==> config.mk <==
export PLATFORM = sky130hd
export DESIGN_NAME = unlock_attempt_scheduler
export DESIGN_NICKNAME = d
export VERILOG_FILES = /design/src/rtl/unlock_attempt_scheduler.sv
export SDC_FILE = /design/constraint.sdc
export NUM_CORES = 1
export LEC_CHECK = 0
export ABC_AREA = 1
export BUFFER_PORTS_ARGS = -buffer_cell sky130_fd_sc_hd__buf_4
export CAP_MARGIN = 25
export CORE_MARGIN = 2
export CORE_UTILIZATION = 45
export DETAILED_ROUTE_END_ITERATION = 10
export HOLD_SLACK_MARGIN = 0.03
export PLACE_DENSITY = 0.68
export SLEW_MARGIN = 5
export SYNTH_ARGS = -nofsm -noshare
export SYNTH_HDL_FRONTEND = slang
export SYNTH_SLANG_ARGS = --single-unit
==> constraint.sdc <==
create_clock -name clk -period 1.8 [get_ports clk]
set_clock_uncertainty 0.1 [all_clocks]
set_input_delay 0 -clock clk [delete_from_list [all_inputs] [get_ports clk]]
set_output_delay 0 -clock clk [all_outputs]
set_load 0.01 [all_outputs]
==> src/rtl/unlock_attempt_scheduler.sv <==
// Round-robin scheduler that feeds password attempts from NREQ requesters into one unlocking
// system, tracks each result, and counts failures. Define UNLOCK_LOCKOUT_EN to enable lockout.
module unlock_attempt_scheduler #(
  parameter int N              = 4,
  parameter int NREQ           = 2,
  parameter int RESP_TIMEOUT   = 64,
  parameter int MAX_FAILS      = 3,
  parameter int LOCKOUT_CYCLES = 256,
  localparam int IDW = (NREQ > 1) ? $clog2(NREQ) : 1,
  localparam int FCW = $clog2(MAX_FAILS + 1)
) (
  input  logic              clk,
  input  logic              rst,
  input  logic [NREQ-1:0]   req_valid,
  input  logic [NREQ*N-1:0] req_data,
  output logic [NREQ-1:0]   req_ready,
  output logic [N-1:0]      p_data,
  output logic              p_valid,
  input  logic              p_ready,
  input  logic              unlock,
  input  logic              pwd_incorrect,
  output logic              rsp_valid,
  output logic [IDW-1:0]    rsp_id,
  output logic              rsp_ok,
  output logic              rsp_timeout,
  output logic              locked_out,
  output logic [FCW-1:0]    fail_count
);

  localparam int TW = $clog2(RESP_TIMEOUT + 1);

  typedef enum logic [2:0] {
    StIdle,
    StSend,
    StWaitRes,
    StReport,
    StLockout
  } state_e;

  state_e         state_q;
  logic [IDW-1:0] ptr_q;
  logic [IDW-1:0] gnt_id_q;
  logic [IDW-1:0] gnt_idx;
  logic [IDW-1:0] ptr_nxt;
  logic [IDW-1:0] cand;
  logic           gnt_found;
  logic           unlock_q;
  logic           pwd_q;
  logic           unlock_edge;
  logic           pwd_edge;
  logic [TW-1:0]  timer_q;
  logic [FCW-1:0] fail_inc;

  // Scan requesters starting at the round-robin pointer; first valid one wins.
  always_comb begin
    gnt_found = 1'b0;
    gnt_idx   = '0;
    cand      = '0;
    for (int k = 0; k < NREQ; k++) begin
      cand = IDW'((int'(ptr_q) + k) % NREQ);
      if (!gnt_found && req_valid[cand]) begin
        gnt_found = 1'b1;
        gnt_idx   = cand;
      end
    end
  end

  assign ptr_nxt = (gnt_idx == IDW'(NREQ - 1)) ? '0 : gnt_idx + 1'b1;

  always_comb begin
    req_ready = '0;
    if (state_q == StIdle && gnt_found && !rst) begin
      req_ready[gnt_idx] = 1'b1;
    end
  end

  // Result inputs are levels; only a fresh rising edge counts as a result.
  assign unlock_edge = unlock & ~unlock_q;
  assign pwd_edge    = pwd_incorrect & ~pwd_q;

  assign fail_inc = (fail_count == FCW'(MAX_FAILS)) ? fail_count : fail_count + 1'b1;

`ifdef UNLOCK_LOCKOUT_EN
  localparam int LCW = $clog2(LOCKOUT_CYCLES + 1);
  logic [LCW-1:0] lock_cnt_q;
  logic           locked_q;
  assign locked_out = locked_q;
`else
  assign locked_out = 1'b0;
`endif

  always_ff @(posedge clk or posedge rst) begin
    if (rst) begin
      state_q     <= StIdle;
      ptr_q       <= '0;
      gnt_id_q    <= '0;
      p_data      <= '0;
      p_valid     <= 1'b0;
      unlock_q    <= 1'b0;
      pwd_q       <= 1'b0;
      timer_q     <= '0;
      rsp_valid   <= 1'b0;
      rsp_id      <= '0;
      rsp_ok      <= 1'b0;
      rsp_timeout <= 1'b0;
      fail_count  <= '0;
`ifdef UNLOCK_LOCKOUT_EN
      lock_cnt_q  <= '0;
      locked_q    <= 1'b0;
`endif
    end else begin
      unlock_q    <= unlock;
      pwd_q       <= pwd_incorrect;
      rsp_valid   <= 1'b0;
      rsp_id      <= '0;
      rsp_ok      <= 1'b0;
      rsp_timeout <= 1'b0;
      unique case (state_q)
        StIdle: begin
          if (gnt_found) begin
            p_data   <= req_data[int'(gnt_idx) * N +: N];
            gnt_id_q <= gnt_idx;
            ptr_q    <= ptr_nxt;
            p_valid  <= 1'b1;
            state_q  <= StSend;
          end
        end
        StSend: begin
          if (p_ready) begin
            p_valid <= 1'b0;
            timer_q <= '0;
            state_q <= StWaitRes;
          end
        end
        StWaitRes: begin
          if (pwd_edge) begin
            rsp_valid <= 1'b1;
            rsp_id    <= gnt_id_q;
            state_q   <= StReport;
          end else if (unlock_edge) begin
            rsp_valid <= 1'b1;
            rsp_id    <= gnt_id_q;
            rsp_ok    <= 1'b1;
            state_q   <= StReport;
          end else if (timer_q == TW'(RESP_TIMEOUT - 1)) begin
            rsp_valid   <= 1'b1;
            rsp_id      <= gnt_id_q;
            rsp_timeout <= 1'b1;
            state_q     <= StReport;
          end else begin
            timer_q <= timer_q + 1'b1;
          end
        end
        StReport: begin
          state_q <= StIdle;
          if (rsp_ok) begin
            fail_count <= '0;
          end else begin
            fail_count <= fail_inc;
`ifdef UNLOCK_LOCKOUT_EN
            if (fail_inc == FCW'(MAX_FAILS)) begin
              lock_cnt_q <= '0;
              locked_q   <= 1'b1;
              state_q    <= StLockout;
            end
`endif
          end
        end
`ifdef UNLOCK_LOCKOUT_EN
        StLockout: begin
          if (lock_cnt_q == LCW'(LOCKOUT_CYCLES - 1)) begin
            fail_count <= '0;
            locked_q   <= 1'b0;
            state_q    <= StIdle;
          end else begin
            lock_cnt_q <= lock_cnt_q + 1'b1;
          end
        end
`endif
        default: state_q <= StIdle;
      endcase
    end
  end

endmodule

==> reports/metrics.yaml <==
layout-drive-gt1-share: 0.2282
port_buffers: 27
drt_first_pass_iters: 4
placementRows: 19
seqPwrFrac: 0.392
critPathArrivalTime_ns: 1.62
gp_congestion: 0.8098
grt_antenna_before_repair: 0
syn2layout_area_growth_pct: 34.55
routed_wl_mm: 2.574
synth_compound_area_frac: 0.1063
clkTransAtPathRegs_ns: 0.13
cp-end-kind: "output pin"
ys_seq_elements: 24
core_region_area_mm2: 0.002710
power.leakage_nw: 0.9199
worst_setup_path_start_kind: "flip-flop"
hold_path.class: "in2async"
drc: 0
p_int_mw: 1.253
ys_seq_area_frac: 0.4724
busiest_layer: "met2"
syn-cell-area_mm2: 0.001271
die_x_um: 57.15
dp_hpwl_mm: 1.915
combinationalPowerShare: 0.497
synth_mux_area_frac: 0
clock.fmax_ghz: 0.5811
drt_first_iter_violations: 43
synthesis.instances: 160
viasPerCell: 4.819
cts_root_buf: "clkbuf_4"
placed_area_mm2: 0.001528
clkPwrFrac: 0.110
avgSynthCellArea_um2: 7.945
slew_viol_final: 0
post-route-period-util: 0.9561
synthesis.nets: 181
ys_warn_count: 0
grt_max_degree: 25
num_io_pins: 29
finalCriticalPeriod_ns: 1.721
status: "finished, final reports clean"
die_area_mm2: 0.003266
grt_pass1_vias: 1098
grt_overflow_total: 0
cts_max_level: 1
numCtsBuffers: 3
grt_pass1_wl_mm: 4.505
final_cell_area_mm2: 0.001710
grt_util_met3: 0.03628
postCtsSetupBuffers: 0
grt_util_met2: 0.3153
power.density_mw_per_mm2: 1233
reg2reg_depth: 5
n_antenna_cell: 0
dpl_worst_slack_ns: 0.2009
nets: 229
netSwitchingFraction: 0.4057
whs_ns: 0.1945
fin_util: 0.6311
synthAdderAreaFrac: 0.05906
dieHeight_um: 57.15
cts_tree: "done"
synth_top_family_by_area: "simple AND/OR/NAND/NOR gates"
path_max_fanout: 7
ant_nets: 0
globalRouteTotalUtil: 0.1782
netSwitchingPower_mw: 0.8557
ir_drop_mv: 0.8312
final_cell_mix: "nand2_1, buf_4, dfrtp_1"
start_util: 0.4691
max_cap_violations: 0
clockBufferDepth: 2
fin_cells: 237
hold_violations: 0
n_fill_cell: 232
cts.sinks: 24
final_common_cell: "nand2_1"
required_ns: 1.70
setup_viol: 0
synth-simple-area-share: 0.2785
routedWlPerCell_um: 10.86
critPathKind: "reg2out"
vias: 1142
placedCellCount: 220
rsz0062_at_grt: "yes"
synth_xor_area_frac: 0.006890
insertion_delay_ns: 0.32
synth_cell_type_count: 26
met1_usage: 0.2077
setup_ws_ns: 0.07901
-- routing by layer --
layer	share of wire	up-vias
li1	-	593
met1	0.43	514
met2	0.50	28
met3	0.042	7
met4	0.022	0
met5	0	-
-- state kept, by name, summed over array words and instances, names as in the netlist --
name / flops
unlock_q: 1
rsp_timeout: 1
rsp_valid: 1
gnt_id_q: 1
timer_q: 7
p_valid: 1
p_data: 4
fail_count: 2
ptr_q: 1
rsp_ok: 1
rsp_id: 1
state_q: 2
pwd_q: 1
-- critical path, stage by stage, from the launching register on --
cell,delay [ns]
dfrtp_1,0.44
inv_1,0.14
ha_4,0.17
o21ai_2,0.07
buf_4,0.16
nor3_1,0.18
buf_4,0.15
-- final cells by class --
type	count	area (um^2)	share of cell area
sequential	24	600.6	0.3511
multi-input combinational	112	596.8	0.3489
timing repair buffer	44	365.4	0.2136
inverter	23	86.33	0.05048
tap	31	38.79	0.02268
clock buffer	3	22.52	0.01317
-- power groups by stage --
stage	logic, mW	registers, mW	clock network, mW
floorplan	0.599	0.848	0
global placement	0.946	0.822	0
detailed placement	0.976	0.829	0
CTS	1.03	0.820	0.243
global route	1.18	0.846	0.260
finish	1.05	0.827	0.233
-- per-stage QoR --
stage | TNS (ns) | total power, mW
after global placement | 0 | 1.768
after CTS | 0 | 2.092
final | 0 | 2.109
after global routing | -0.01343 | 2.282
after detailed placement | 0 | 1.805
after floorplan | 0 | 1.447
-- path summary, 6_finish.rpt --
| check | slack (ns) | start | to |
|---|---|---|---|
| max in group asynchronous | 1.16 | rst | timer_q[6] |
| min in group clk | 0.25 | unlock | unlock_q |
| setup / recovery | 0.08 | state_q[1] | req_ready[1] |
| setup reg to reg | 0.14 | ptr_q | p_data[1] |
| hold reg to reg | 0.40 | unlock_q | rsp_ok |
| hold / removal | 0.19 | rst | p_valid |
-- logic make-up after synthesis --
family / after synthesis
simple gates: 84
buf+inv: 24
flops: 24
compound gates: 20
fa+ha+maj: 6
xor+xnor: 1
other cells: 1
-- cell usage after synthesis --
master | n | area [um^2]
nand4_1 | 1 | 6.260
nor3b_1 | 1 | 7.510
ha_1 | 6 | 75.07
o21bai_1 | 1 | 7.510
inv_2 | 1 | 3.750
nand2_2 | 3 | 18.77
o21ai_2 | 2 | 17.52
o21ai_1 | 1 | 5.000
dfrtp_1 | 24 | 600.6
a21o_1 | 1 | 7.510
o21a_1 | 2 | 15.01
o21ai_0 | 8 | 40.04
conb_1 | 1 | 3.750
nor2_2 | 1 | 6.260
a21boi_0 | 1 | 7.510
nor3_1 | 2 | 10.01
a21oi_4 | 1 | 16.27
inv_1 | 22 | 82.58
xnor2_1 | 1 | 8.760
a21oi_1 | 2 | 10.01
nand3_1 | 10 | 50.05
nor2_1 | 12 | 45.04
a21oi_2 | 1 | 8.760
nand2_1 | 53 | 198.9
buf_4 | 1 | 7.510
nand2_4 | 1 | 11.26
-- what timing repair did --
| item | CTS | global route |
|---|---|---|
| endpoints found under the setup margin | 1 | 5 |
| hold buffers | 14 | 0 |
| gates resized for setup | 2 | 4 |
| hold endpoints to repair | 36 | 0 |
Power figures use the tool's default switching activity.
